$ cat config.mk
export PLATFORM = sky130hd
export DESIGN_NAME = i2c_wr_arbiter
export DESIGN_NICKNAME = d
export VERILOG_FILES = /design/src/rtl/i2c_wr_arbiter.sv
export SDC_FILE = /design/constraint.sdc
export NUM_CORES = 1
export LEC_CHECK = 0
export CAP_MARGIN = 40
export CORE_ASPECT_RATIO = 0.6
export CORE_MARGIN = 2
export CORE_UTILIZATION = 40
export DETAILED_ROUTE_END_ITERATION = 6
export PLACE_DENSITY = 0.76
export SYNTH_ARGS = -nofsm -noshare
export SYNTH_HDL_FRONTEND = slang
export SYNTH_SLANG_ARGS = --single-unit
$ cat constraint.sdc
create_clock -name clk -period 2.6 [get_ports clk]
set_input_delay 0.52 -clock clk [delete_from_list [all_inputs] [get_ports clk]]
set_output_delay 0.52 -clock clk [all_outputs]
set_load 0.02 [all_outputs]
$ cat src/rtl/i2c_wr_arbiter.sv
// i2c_wr_arbiter: round-robin arbiter and sequencer sharing one I2C write
// master between N_REQ requesters. A grant launches the master with a
// one-cycle start pulse. The block then waits for completion or times out,
// and holds the bus idle for GAP cycles before the next grant.
module i2c_wr_arbiter #(
  parameter int N_REQ   = 4,
  parameter int TIMEOUT = 1024,
  parameter int GAP     = 4
) (
  input  logic                     clk,
  input  logic                     rst_n,
  input  logic [N_REQ-1:0]         req_valid,
  input  logic [7*N_REQ-1:0]       req_id,
  input  logic [8*N_REQ-1:0]       req_data,
  output logic [N_REQ-1:0]         req_ready,
  output logic [N_REQ-1:0]         req_done,
  output logic                     req_err,
  output logic                     m_valid,
  output logic [6:0]               m_id,
  output logic [7:0]               m_data,
  input  logic                     m_done,
  output logic                     busy,
  output logic [$clog2(N_REQ)-1:0] grant_idx
);

  localparam int IDX_W   = $clog2(N_REQ);
  localparam int CNT_MAX = (TIMEOUT > GAP) ? TIMEOUT : GAP;
  localparam int CNT_W   = $clog2(CNT_MAX + 32'sd1);

  localparam logic [CNT_W-1:0] TO_LAST  = CNT_W'(TIMEOUT - 32'sd1);
  localparam logic [CNT_W-1:0] GAP_LAST = CNT_W'(GAP - 32'sd1);
  localparam logic [CNT_W-1:0] CNT_ONE  = {{(CNT_W-1){1'b0}}, 1'b1};
  localparam logic [N_REQ-1:0] HOT_0    = {{(N_REQ-1){1'b0}}, 1'b1};
  localparam logic [IDX_W-1:0] LAST_RST = IDX_W'(N_REQ - 32'sd1);

  typedef enum logic [1:0] {
    ST_IDLE  = 2'd0,
    ST_ISSUE = 2'd1,
    ST_WAIT  = 2'd2,
    ST_GAP   = 2'd3
  } state_t;

  state_t             state_r, state_s;
  logic [CNT_W-1:0]   cnt_r, cnt_s;
  logic [IDX_W-1:0]   last_r, last_s;
  logic [IDX_W-1:0]   grant_s;
  logic [6:0]         m_id_s;
  logic [7:0]         m_data_s;
  logic               m_valid_s;
  logic [N_REQ-1:0]   req_ready_s;
  logic [N_REQ-1:0]   req_done_s;
  logic               req_err_s;
  logic               win_found_s;
  logic [IDX_W-1:0]   win_idx_s;

  // Round-robin search: first valid requester after last, wrapping around.
  always_comb begin
    win_found_s = 1'b0;
    win_idx_s   = '0;
    for (int i = 1; i <= N_REQ; i++) begin
      if (!win_found_s && req_valid[(int'(last_r) + i) % N_REQ]) begin
        win_found_s = 1'b1;
        win_idx_s   = IDX_W'((int'(last_r) + i) % N_REQ);
      end else begin
        win_found_s = win_found_s;
      end
    end
  end

  // Next-state and next-output logic; all outputs are registered below.
  always_comb begin
    state_s     = state_r;
    cnt_s       = cnt_r;
    last_s      = last_r;
    grant_s     = grant_idx;
    m_id_s      = m_id;
    m_data_s    = m_data;
    m_valid_s   = 1'b0;
    req_ready_s = '0;
    req_done_s  = '0;
    req_err_s   = 1'b0;
    case (state_r)
      ST_IDLE: begin
        if (win_found_s) begin
          grant_s     = win_idx_s;
          last_s      = win_idx_s;
          m_id_s      = req_id[7*int'(win_idx_s) +: 7];
          m_data_s    = req_data[8*int'(win_idx_s) +: 8];
          m_valid_s   = 1'b1;
          req_ready_s = HOT_0 << win_idx_s;
          state_s     = ST_ISSUE;
        end else begin
          state_s = ST_IDLE;
        end
      end
      ST_ISSUE: begin
        cnt_s   = '0;
        state_s = ST_WAIT;
      end
      ST_WAIT: begin
        cnt_s = cnt_r + CNT_ONE;
        if (m_done) begin
          req_done_s = HOT_0 << grant_idx;
          req_err_s  = 1'b0;
          cnt_s      = '0;
          state_s    = ST_GAP;
        end else if (cnt_r == TO_LAST) begin
          req_done_s = HOT_0 << grant_idx;
          req_err_s  = 1'b1;
          cnt_s      = '0;
          state_s    = ST_GAP;
        end else begin
          state_s = ST_WAIT;
        end
      end
      ST_GAP: begin
        if (cnt_r == GAP_LAST) begin
          cnt_s   = '0;
          state_s = ST_IDLE;
        end else begin
          cnt_s   = cnt_r + CNT_ONE;
          state_s = ST_GAP;
        end
      end
      default: begin
        cnt_s   = '0;
        state_s = ST_IDLE;
      end
    endcase
  end

  // State, counters and registered outputs.
  always_ff @(posedge clk or negedge rst_n) begin
    if (!rst_n) begin
      state_r   <= ST_IDLE;
      cnt_r     <= '0;
      last_r    <= LAST_RST;
      grant_idx <= '0;
      m_id      <= 7'd0;
      m_data    <= 8'd0;
      m_valid   <= 1'b0;
      req_ready <= '0;
      req_done  <= '0;
      req_err   <= 1'b0;
      busy      <= 1'b0;
    end else begin
      state_r   <= state_s;
      cnt_r     <= cnt_s;
      last_r    <= last_s;
      grant_idx <= grant_s;
      m_id      <= m_id_s;
      m_data    <= m_data_s;
      m_valid   <= m_valid_s;
      req_ready <= req_ready_s;
      req_done  <= req_done_s;
      req_err   <= req_err_s;
      busy      <= (state_s != ST_IDLE);
    end
  end

endmodule

### Word level (Yosys, flattened, before mapping)

Index checks and enable logic that the tools add are counted.

* bits of input ports: 67
* output and inout bits: 28
* register bits after elaboration: 43
* word-level logic and storage cells: 87

* equality and inequality tests: 5
* bitwise gates (word level): 4
* order comparisons: 4
* reduce and logical (&&, ||, !) cells: 14
* muxes and demuxes: 39
* add/sub/neg operators: 5
* $mul: 1
* shift operators: 4

Operator list (count)
* $mux W11: 3
* $pmux W11 S3: 1
* $shiftx A32 B6 Y8: 1
* $shiftx A28 B6 Y7: 1
* $mux W1: 20
* $mux W4: 5
* $lt A3 B4 Y1 const B: 4
* $add A11 B1 Y11 const B: 1
* $eq A11 B10 Y1 const B: 1
* $eq A11 B2 Y1 const B: 1
* $mux W2: 5
* $bmux W1 S2: 4
* $pmux W2 S4: 1
* $reduce_or A2 Y1: 4
* $shl A1 B2 Y4 const A: 2
* $mul A3 B2 Y5 const A: 1
* $add A2 B1 Y2 const B: 2
* $add A2 B2 Y2 const B: 2
* $and A1 B1 Y1 const A: 4
* $eq A2 B2 Y1 const B: 2
* $logic_and A1 B1 Y1: 3
* $logic_not A1 Y1: 3
* $reduce_bool A3 Y1: 1
* $eq A2 B1 Y1 const B: 1
* other kinds (3): 3

### Logic depth before layout (Yosys ltp)

Gate-level depths: netlist of run 1.

* word-level depth: 19
* mapped depth: 8
* mapped depth without buffers: 6

### Least setup slack after synthesis of run 1

No wires, ideal clock.

* kind: register to register
* start point: register cnt_r[0]
* end point: register cnt_r[9]
* setup time: 0.082 ns
* data arrival time: 1.602 ns
* setup slack: 0.916 ns
* stages on the path, launching flop included: 8
* path through: dfrtp_1 > ha_1 > nor4b_2 > a31oi_2 > o21bai_4 > buf_6 > o31ai_1 > a31oi_1

* cells in the longest elaborated chain, start to end: 4
* elaborated cells between the ends (all ways): 7

Ends and longest elaborated chain
* start: declaration: line 44 `logic [CNT_W-1:0] cnt_r, cnt_s;`
* start signal: assignment: line 148 `cnt_r <= cnt_s;`
* $add A11 B1 Y11 / $eq A11 B10 Y1 (equally long branches): line 101, 121, 107
* $mux W11: line 107 `end else if (cnt_r == TO_LAST) begin`
* $mux W11: line 102 `if (m_done) begin`
* $pmux W11 S3 *: line 82 `case (state_r)`

Mark *: on every way between the ends. The rest lies on a longest branch, timed or not.
A chain may end at the register's enable or synchronous reset.

### Final worst setup path of run 1

* start point: input req_valid[1]
* end point: register m_id[0]

* cells in the longest elaborated chain, start to end: 15
* elaborated cells between the ends (all ways): 29

Ends and longest elaborated chain
* start: declaration: line 12 `input logic [N_REQ-1:0] req_valid,`
* $bmux W1 S2: line 61 `if (!win_found_s && req_valid[(int'(last_r) + i) % N_REQ]) begin`
* $mux W1 (implied by the code) (2 in a row): line 61
* $mux W1: line 61
* $logic_not A1 Y1: line 61
* $logic_and A1 B1 Y1: line 61
* $mux W1: line 61
* $logic_not A1 Y1: line 61
* $logic_and A1 B1 Y1: line 61
* $mux W1: line 61
* $logic_not A1 Y1: line 61
* $logic_and A1 B1 Y1: line 61
* $mux W2: line 61
* $mul A3 B2 Y5: line 87 `m_id_s = req_id[7*int'(win_idx_s) +: 7];`
* $shiftx A28 B6 Y7: line 87
* end signal: assignment: line 151 `m_id <= m_id_s;`
* end: declaration: line 19 `output logic [6:0] m_id,`

Several ways; a longest one is shown, not always the timed one. The select of a mux whose other input is x is not followed.

==> impl_metrics.json, run 1 <==
{
  "outcome": "complete, no violations",
  "async_flop_share": 1.00,
  "postRouteAntennaNets": 0,
  "start_util": 0.414,
  "grt_setup_unrepaired": "false",
  "r2r-end": "cnt_r[4]",
  "power_density_nw_per_um2": 906,
  "grt_max_degree": 44,
  "fp.dieArea_um2": 6410,
  "clock.fmax_mhz": 484,
  "slew_headroom": 0.630,
  "cts_made_buffers": 5,
  "hpwl_mm": 4.91,
  "clk_latency_ps": 300,
  "wl_met3_um": 311,
  "grt_pass1_wl_mm": 10.5,
  "reg2reg_from": "cnt_r[0]",
  "place_ws_ps": 222,
  "synth.avg_cell_area_um2": 10.4,
  "cap_viol_max_count": 0,
  "htreeDepth": 2,
  "die_y_um": 62.8,
  "syn-num-nets": 290,
  "n_fill_cell": 483,
  "n_antenna_cell": 0,
  "port_buffers": 94,
  "cts_tree": "built",
  "grt_overflow": 0,
  "worst_pin_slew_ps": 556,
  "start_kind": "input pin",
  "synth_area_um2": 2310,
  "synth_area_leaders": "dfrtp_1 (44%), mux2i_1 (13%), o221ai_1 (5.7%)",
  "antenna_found_initial": 0,
  "wl_met2_mm": 2.96,
  "area_growth_syn_to_layout_pct": 48.4,
  "path_clk_slew_ps": 80,
  "arrival_ps": 2230,
  "grt_use_total": 0.209,
  "fin_ws_ps": 532,
  "first_pass_iters": 4,
  "highest_layer": "met4",
  "crit_type": "input pin to flop",
  "cp.required_ps": 2760,
  "drt_iter0_drc": 103,
  "post_cts_resized": 0,
  "cts.sinks": 43,
  "crit_fanout": 30,
  "clock-skew-final_ps": 7.80,
  "drc_errors": 0,
  "clock_path_buffers": 2,
  "cts_hold_buf": 0,
  "finish.net_count": 385,
  "drive_gt1_frac": 0.0818,
  "row_count": 21,
  "grt_pass1_vias": 2122,
  "wl_mm": 6.47,
  "via_per_inst": 5.22,
  "vias": 2078,
  "synth-edff-count": 0,
  "reg2reg_slack_ps": 660,
  "postCtsSetupRepairBufs": 0,
  "synth_ff_type": "dfrtp_1",
  "fin_crit_ps": 2070,
  "netlist_instances": 222,
  "synth_top_area_cell": "dfrtp_1",
  "ys_warn_count": 0,
  "setup_viol": 0,
  "ys_seq_elements": 43,
  "reg2reg_depth": 6,
  "core_area_um2": 5570,
  "finalHoldViolCount": 0,
  "wire_per_inst_um": 16.2,
  "wl_met1_mm": 3.12,
  "pin_count": 95,
  "hold_class": "input pin to async pin",
  "seq_area_frac_synth": 0.467,
  "end_kind": "flop",
  "period_share": 0.795,
  "gp_congestion": 0.836,
  "slew_viol_final": 0,
  "ir_worst_vdd_uv": 386,
  "synth_top_cell_area_share": 0.445,
  "yosys.cell_types.count": 47,
  "clockRootBuffer": "clkbuf_8",
  "cellLeakagePower_nw": 1.49,
  "fin_tns_setup_ps": 0,
  "die_w_um": 102
}
[layout make-up]
class / instances / area (µm²) / share of cell area
Clock inverter: 1 / 7.51 / 0.00219
Inverter: 5 / 18.8 / 0.00548
Timing Repair Buffer: 99 / 998 / 0.292
Clock buffer: 7 / 96.3 / 0.0281
Sequential cell: 43 / 1080 / 0.315
Multi-Input combinational cell: 163 / 1120 / 0.328
Tap cell: 80 / 100 / 0.0292
[cells in the mapped netlist, types with 4 or more instances]
master     n
nand3_1    5
a31oi_1    6
o221ai_1  15
nor3_1     6
nand2_1   26
nor2_1    16
inv_1      4
buf_6      5
a21oi_1   10
o21ai_0    6
mux2i_1   30
dfrtp_1   41
nand2b_1   5
[cell usage in the layout, fill, tap and decap left out, types with 2 or more instances in the layout]
master           netlist  final
o221ai_1              15     15
o21ai_0                6      6
mux2i_1               30     30
buf_12                 0      2
nor2_1                16     16
nand2_1               26     26
nor2b_1                3      3
clkdlybuf4s50_1        0     93
nor3b_1                2      2
a21o_1                 2      2
a22o_1                 3      3
dfrtp_1               41     41
dfstp_2                2      2
nor3_1                 6      6
buf_4                  1      3
nand2b_1               5      5
a21oi_1               10     10
a31oi_1                6      6
nand3_1                5      5
o31ai_1                2      2
o21ai_1                2      2
or3_1                  3      3
clkbuf_8               0      7
inv_1                  4      4
[logic make-up (layout without fill, tap and decap cells)]
group	count (synthesis)	count (layout)	synth area share
compound gates	53	53	0.168
xor+xnor	1	1	0.00380
fa+ha+maj	1	1	0.00542
buf+inv	16	112	0.0455
flops	43	43	0.467
mux	30	30	0.130
simple gates	78	78	0.180
[sequential cells by signal, indices dropped and copies added, names as in the netlist]
register   count
busy           1
cnt_r         11
grant_idx      2
last_r         2
m_data         8
m_id           7
m_valid        1
req_done       4
req_err        1
req_ready      4
state_r        2
[routing by layer]
metal	vias to the layer above	track usage
met3	8	0.0470
met4	0	0.0667
met1	995	0.297
met2	66	0.316
li1	1009	-
met5	-	0
[how the worst max path moves through the flow]
stage            startpoint        to  slack, ps
3_3_place_gp   req_valid[3]   m_id[2]        310
4_1_cts        req_valid[1]   m_id[0]        520
5_1_grt        req_valid[1]   m_id[0]        440
6_report       req_valid[1]   m_id[0]        530
3_5_place_dp   req_valid[1]   m_id[0]        220
2_1_floorplan      cnt_r[0]  cnt_r[9]        920
[critical path, cell delays in order]
cell and delay, ps:
clkdlybuf4s50_1 490, nand2b_1 140, a21boi_1 200, o211a_1 200, buf_12 230, mux2i_1 260, o221ai_1 160
[report_power, final]
| group | total [W] | switching, W | internal [W] |
|---|---|---|---|
| sequential | 0.00110 | 0.000204 | 0.000895 |
| combinational | 0.00152 | 0.000763 | 0.000759 |
| clock | 0.000482 | 0.000240 | 0.000242 |
| total | 0.00310 | 0.00121 | 0.00190 |
[through the flow]
| stage | hold WS (ps) | util | total power (W) | area, µm² | cells |
|---|---|---|---|---|---|
| finish | 292 | 0.615 | 0.00310 | 3420 | 398 |
| CTS | 304 | 0.615 | 0.00313 | 3420 | 398 |
| detailed placement | 477 | 0.596 | 0.00264 | 3320 | 390 |
| floorplan | 224 | - | 0.00207 | 2310 | 222 |
| global placement | 469 | 0.596 | 0.00259 | 3320 | 390 |
| global route | 319 | 0.615 | 0.00333 | 3420 | 398 |
Power figures use the tool's default switching activity.
==> run 2: changes to the inputs <==
Clock period 2.6 ns to 2.1 ns, I/O delays scaled along.
==> run 2 against run 1 <==
Compared with the run above:
- non-clock buffer count increased by 7
- via count is 3.8% higher
- core utilization is 0.97 points higher
- die area is the same
- clock skew rose by 3.9 ps
- cell count increased by 1.8%
- sequential cell count is the same
- routed wire length rose by 1.7%
- global-route usage is 0.58 points higher
- register-to-register slack worse by 540 ps
- setup slack got worse by 410 ps
==> impl_metrics.json, run 2 (same netlist as run 1, synthesis figures left out) <==
{
  "drc_errors": 0,
  "instances_no_fill": 405,
  "cts_hold_buf": 0,
  "antenna_found_initial": 0,
  "outcome": "complete, no violations",
  "row_count": 21,
  "slew_viol_final": 0,
  "pwr-share-seq": 0.351,
  "switching_share": 0.399,
  "place_ws_ps": -96.4,
  "cellLeakagePower_nw": 1.52,
  "multi_input_area_um2": 1120,
  "path_clk_slew_ps": 90,
  "pin_count": 95,
  "finish.net_count": 392,
  "crit_fanout": 15,
  "wire_per_inst_um": 16.2,
  "seq_area_um2": 1080,
  "grt_use_total": 0.215,
  "worst_pin_slew_ps": 763,
  "finalHoldViolCount": 0,
  "grt_pass1_wl_mm": 10.7,
  "hold_class": "input pin to async pin",
  "area_growth_syn_to_layout_pct": 50.7,
  "cp.required_ps": 2310,
  "grt_setup_unrepaired": "false",
  "drive_gt1_frac": 0.102,
  "die_y_um": 62.8,
  "fp.dieArea_um2": 6410,
  "clk_latency_ps": 310,
  "cts.sinks": 43,
  "slew_headroom": 0.491,
  "end_kind": "flop",
  "drt_iter0_drc": 138,
  "top_register": "cnt_r",
  "cts_made_buffers": 5,
  "start_kind": "flop",
  "mostFrequentLayoutCell": "clkdlybuf4s50_1",
  "final_core_util": 0.624,
  "via_per_inst": 5.33,
  "fin_crit_ps": 1980,
  "worstSetupStartpoint": "cnt_r[0]",
  "hpwl_mm": 5.01,
  "n_antenna_cell": 0,
  "placed_cells": 397,
  "wl_mm": 6.58,
  "cp-endpoint": "cnt_r[4]",
  "postCtsSetupRepairBufs": 0,
  "power_density_nw_per_um2": 1110,
  "ir_worst_vdd_uv": 512,
  "clkPwrFrac": 0.145,
  "post_cts_resized": 0,
  "period_share": 0.942,
  "reg2reg_depth": 6,
  "reg2reg_slack_ps": 120,
  "htreeDepth": 2,
  "r2r-end": "cnt_r[4]",
  "grt_max_degree": 35,
  "clockRootBuffer": "clkbuf_8",
  "final_area_um2": 3480,
  "grt_overflow": 0,
  "pwr-share-comb": 0.504,
  "arrival_ps": 2190,
  "first_pass_iters": 4,
  "cts_tree": "built",
  "setup_viol": 0,
  "fin_ws_ps": 123,
  "n_fill_cell": 471,
  "grt_pass1_vias": 2164,
  "start_util": 0.414,
  "cap_viol_max_count": 0,
  "postRouteAntennaNets": 0,
  "core_area_um2": 5570,
  "clock_path_buffers": 2,
  "largestRegisters": "cnt_r: 11 flops, m_data: 8 flops, m_id: 7 flops",
  "reg2reg_from": "cnt_r[0]",
  "power_switching_w": 0.00153,
  "gp_congestion": 0.823,
  "port_buffers": 94,
  "clock.fmax_mhz": 506,
  "vias": 2157,
  "final_cell_mix": "clkdlybuf4s50_1 (93), dfrtp_1 (41), mux2i_1 (30), nand2_1 (26), nor2_1 (16)",
  "p_int_w": 0.00231,
  "die_w_um": 102,
  "crit_type": "flop to flop",
  "clock-skew-final_ps": 11.7,
  "postPlaceCellArea_um2": 3380,
  "largest_register_ffs": 11
}
## run 2: how the worst min path moves through the flow
stage	to	slack, ps	cells after the start
2_1_floorplan	busy	120	0
3_3_place_gp	m_data[1]	470	2
3_5_place_dp	m_data[1]	470	2
4_1_cts	m_id[3]	200	1
5_1_grt	cnt_r[4]	220	1
6_report	m_id[3]	180	1
## run 2: routing by layer
layer / vias up / routed length, µm / track usage
li1: 1028 / - / -
met1: 1058 / 3050 / 0.309
met2: 57 / 3150 / 0.328
met3: 14 / 272 / 0.0403
met4: 0 / 109 / 0.0650
met5: - / 0 / 0
## run 2: final cells by class
class | count | area share
multi-input combinational | 163 | 0.323
sequential | 43 | 0.310
timing repair buffer | 106 | 0.306
tap | 80 | 0.0288
clock buffer | 5 | 0.0198
clock inverter | 3 | 0.00684
inverter | 5 | 0.00540
## run 2: power groups by stage
stage,sequential (W),combinational [W],clock (W)
3_3_place_gp,0.00135,0.00188,0
5_1_grt,0.00138,0.00210,0.000605
3_5_place_dp,0.00136,0.00194,0
6_report,0.00135,0.00194,0.000556
2_1_floorplan,0.00154,0.00103,0
4_1_cts,0.00135,0.00195,0.000570
## run 2: critical path, cell delays in order (launching register included)
cell,delay [ps]
dfrtp_1,420
ha_1,310
nor4b_2,310
a31oi_2,190
o21bai_4,290
a21o_1,200
a22o_1,170
## run 2: metrics by stage
step           setup TNS (ps)  hold WS, ps  power (W)
2_1_floorplan               0          124    0.00257
3_3_place_gp            -50.1          469    0.00323
3_5_place_dp             -961          474    0.00330
4_1_cts                     0          202    0.00387
5_1_grt                     0          221    0.00409
6_report                    0          177    0.00384
==> run 3: changes to the inputs <==
Settings changed: SETUP_SLACK_MARGIN set to 0.5.
==> run 3 against run 2 <==
Compared with the run above:
- sequential share of layout area fell by 3.4 points
- clock skew rose by 0.69 ps
- total power rose by 22%
- critical path type is now input pin to flop
- die area did not move
- critical endpoint is now m_data[1]
- core utilization rose by 8.4 points
- combinational power rose by 30%
- sequential power rose by 3%
- global-route usage rose by 1.7 points
- routed wire length rose by 11%
- clock power rose by 38%
==> impl_metrics.json, run 3 (same netlist as run 1, synthesis figures left out) <==
{
  "finish.net_count": 412,
  "drt_iter0_drc": 122,
  "mostFrequentLayoutCell": "clkdlybuf4s50_1",
  "die_w_um": 102,
  "hpwl_mm": 4.58,
  "setup_viol": 0,
  "slew_viol_final": 0,
  "reg2reg_slack_ps": 280,
  "reg2reg_from": "last_r[0]",
  "crit_fanout": 7,
  "power_density_nw_per_um2": 1190,
  "clkPwrFrac": 0.164,
  "drc_errors": 0,
  "path_clk_slew_ps": 90,
  "vias": 2260,
  "hold_class": "input pin to async pin",
  "fin_ws_ps": 266,
  "top_register": "cnt_r",
  "postPlaceCellArea_um2": 3390,
  "start_kind": "input pin",
  "cp.required_ps": 2280,
  "row_count": 21,
  "core_area_um2": 5570,
  "power_w": 0.00469,
  "final_cell_mix": "clkdlybuf4s50_1 (62), dfrtp_1 (32), dlygate4sd2_1 (30), mux2i_1 (27), nand2_1 (26)",
  "pwr-share-seq": 0.296,
  "reg2reg_depth": 7,
  "area_growth_syn_to_layout_pct": 70.9,
  "n_fill_cell": 410,
  "largest_register_ffs": 11,
  "switching_share": 0.380,
  "pwr-share-comb": 0.540,
  "outcome": "complete, no violations",
  "start_util": 0.414,
  "end_kind": "flop",
  "grt_pass1_wl_mm": 11.5,
  "worst_pin_slew_ps": 548,
  "ir_worst_vdd_uv": 566,
  "wire_per_inst_um": 17.1,
  "grt_max_degree": 44,
  "cp-endpoint": "m_data[1]",
  "cts_hold_buf": 0,
  "grt_pass1_vias": 2215,
  "clk_latency_ps": 310,
  "drive_gt1_frac": 0.252,
  "finalHoldViolCount": 0,
  "antenna_found_initial": 0,
  "gp_congestion": 0.795,
  "fp.dieArea_um2": 6410,
  "cts.sinks": 43,
  "slew_headroom": 0.634,
  "n_antenna_cell": 0,
  "grt_setup_unrepaired": "true",
  "grt_overflow": 0,
  "postRouteAntennaNets": 0,
  "cap_viol_max_count": 0,
  "grt_use_total": 0.232,
  "largestRegisters": "cnt_r: 11 flops, m_data: 8 flops, m_id: 7 flops",
  "period_share": 0.873,
  "die_y_um": 62.8,
  "r2r-end": "m_data[1]",
  "pin_count": 95,
  "fin_crit_ps": 1830,
  "clockRootBuffer": "clkbuf_8",
  "final_area_um2": 3940,
  "cts_made_buffers": 5,
  "p_int_w": 0.00291,
  "place_ws_ps": -79.9,
  "cts_tree": "built",
  "clock_path_buffers": 2,
  "power_switching_w": 0.00178,
  "port_buffers": 94,
  "crit_type": "input pin to flop",
  "wl_mm": 7.27,
  "htreeDepth": 2,
  "via_per_inst": 5.32,
  "cellLeakagePower_nw": 1.78,
  "arrival_ps": 2010,
  "clock-skew-final_ps": 12.4,
  "first_pass_iters": 4,
  "worstSetupStartpoint": "req_valid[2]",
  "clock.fmax_mhz": 545
}
## run 3: cell types whose count changed in the layout (fill, tap and decap cells not counted), moves of 3 or more
cell	previous run	this run
buf_4	9	20
a21oi_1	10	5
dfrtp_2	0	9
clkdlybuf4s50_1	93	62
nand3_4	0	3
a21oi_2	0	5
buf_16	0	3
dlygate4sd2_1	0	30
mux2i_1	30	27
mux2i_2	0	3
buf_6	0	3
dfrtp_1	41	32
## run 3: power groups by stage
stage | sequential [W] | combinational (W) | clock (W)
detailed placement | 0.00138 | 0.00192 | 0
CTS | 0.00136 | 0.00232 | 0.000779
finish | 0.00139 | 0.00253 | 0.000770
global placement | 0.00137 | 0.00188 | 0
floorplan | 0.00155 | 0.00108 | 0
global route | 0.00142 | 0.00270 | 0.000816
## run 3: cell type report
class,count,area [µm²],share of cell area
clock buffer,6,72.6,0.0184
timing repair buffer,125,1260,0.320
inverter,5,21.3,0.00540
clock inverter,2,60.1,0.0152
multi-input combinational,164,1340,0.340
sequential,43,1090,0.276
tap,80,100,0.0254
## run 3: repair_timing
| item | 4_1_cts | 5_1_grt |
|---|---|---|
| endpoints found under the setup margin | 56 | 32 |
| gates cloned | 4 | 0 |
| pin swaps | 14 | 18 |
| setup buffers | 11 | 8 |
| gates resized for setup | 55 | 29 |
## run 3: per-stage QoR
| step | setup TNS (ps) | util | cells | hold slack [ps] |
|---|---|---|---|---|
| finish | 0 | 0.708 | 425 | 184 |
| global route | 0 | 0.708 | 425 | 247 |
| CTS | 0 | 0.678 | 417 | 204 |
| detailed placement | -834 | 0.608 | 394 | 475 |
| global placement | -236 | 0.608 | 394 | 469 |
| floorplan | 0 | - | 222 | 124 |
## run 3: per-layer routing
metal	track usage	part of all wire	vias up
li1	-	-	1074
met1	0.343	0.48	1090
met2	0.340	0.46	84
met3	0.0459	0.052	12
met4	0.0733	0.014	0
met5	0	0	-
## run 3: worst min-delay path by stage
stage,startpoint,endpoint,slack [ps],depth (start not counted)
3_5_place_dp,m_data[1],m_data[1],470,2
6_report,rst_n,cnt_r[8],180,2
5_1_grt,rst_n,cnt_r[4],250,2
2_1_floorplan,rst_n,busy,120,0
4_1_cts,rst_n,cnt_r[4],200,2
3_3_place_gp,m_data[5],m_data[5],470,2
## run 3: critical path, stage by stage
cell             delay [ps]
clkdlybuf4s50_1         520
inv_1                    90
a21boi_4                140
o211a_4                 230
buf_12                  130
buf_16                  120
mux2i_1                 210
o221ai_1                140
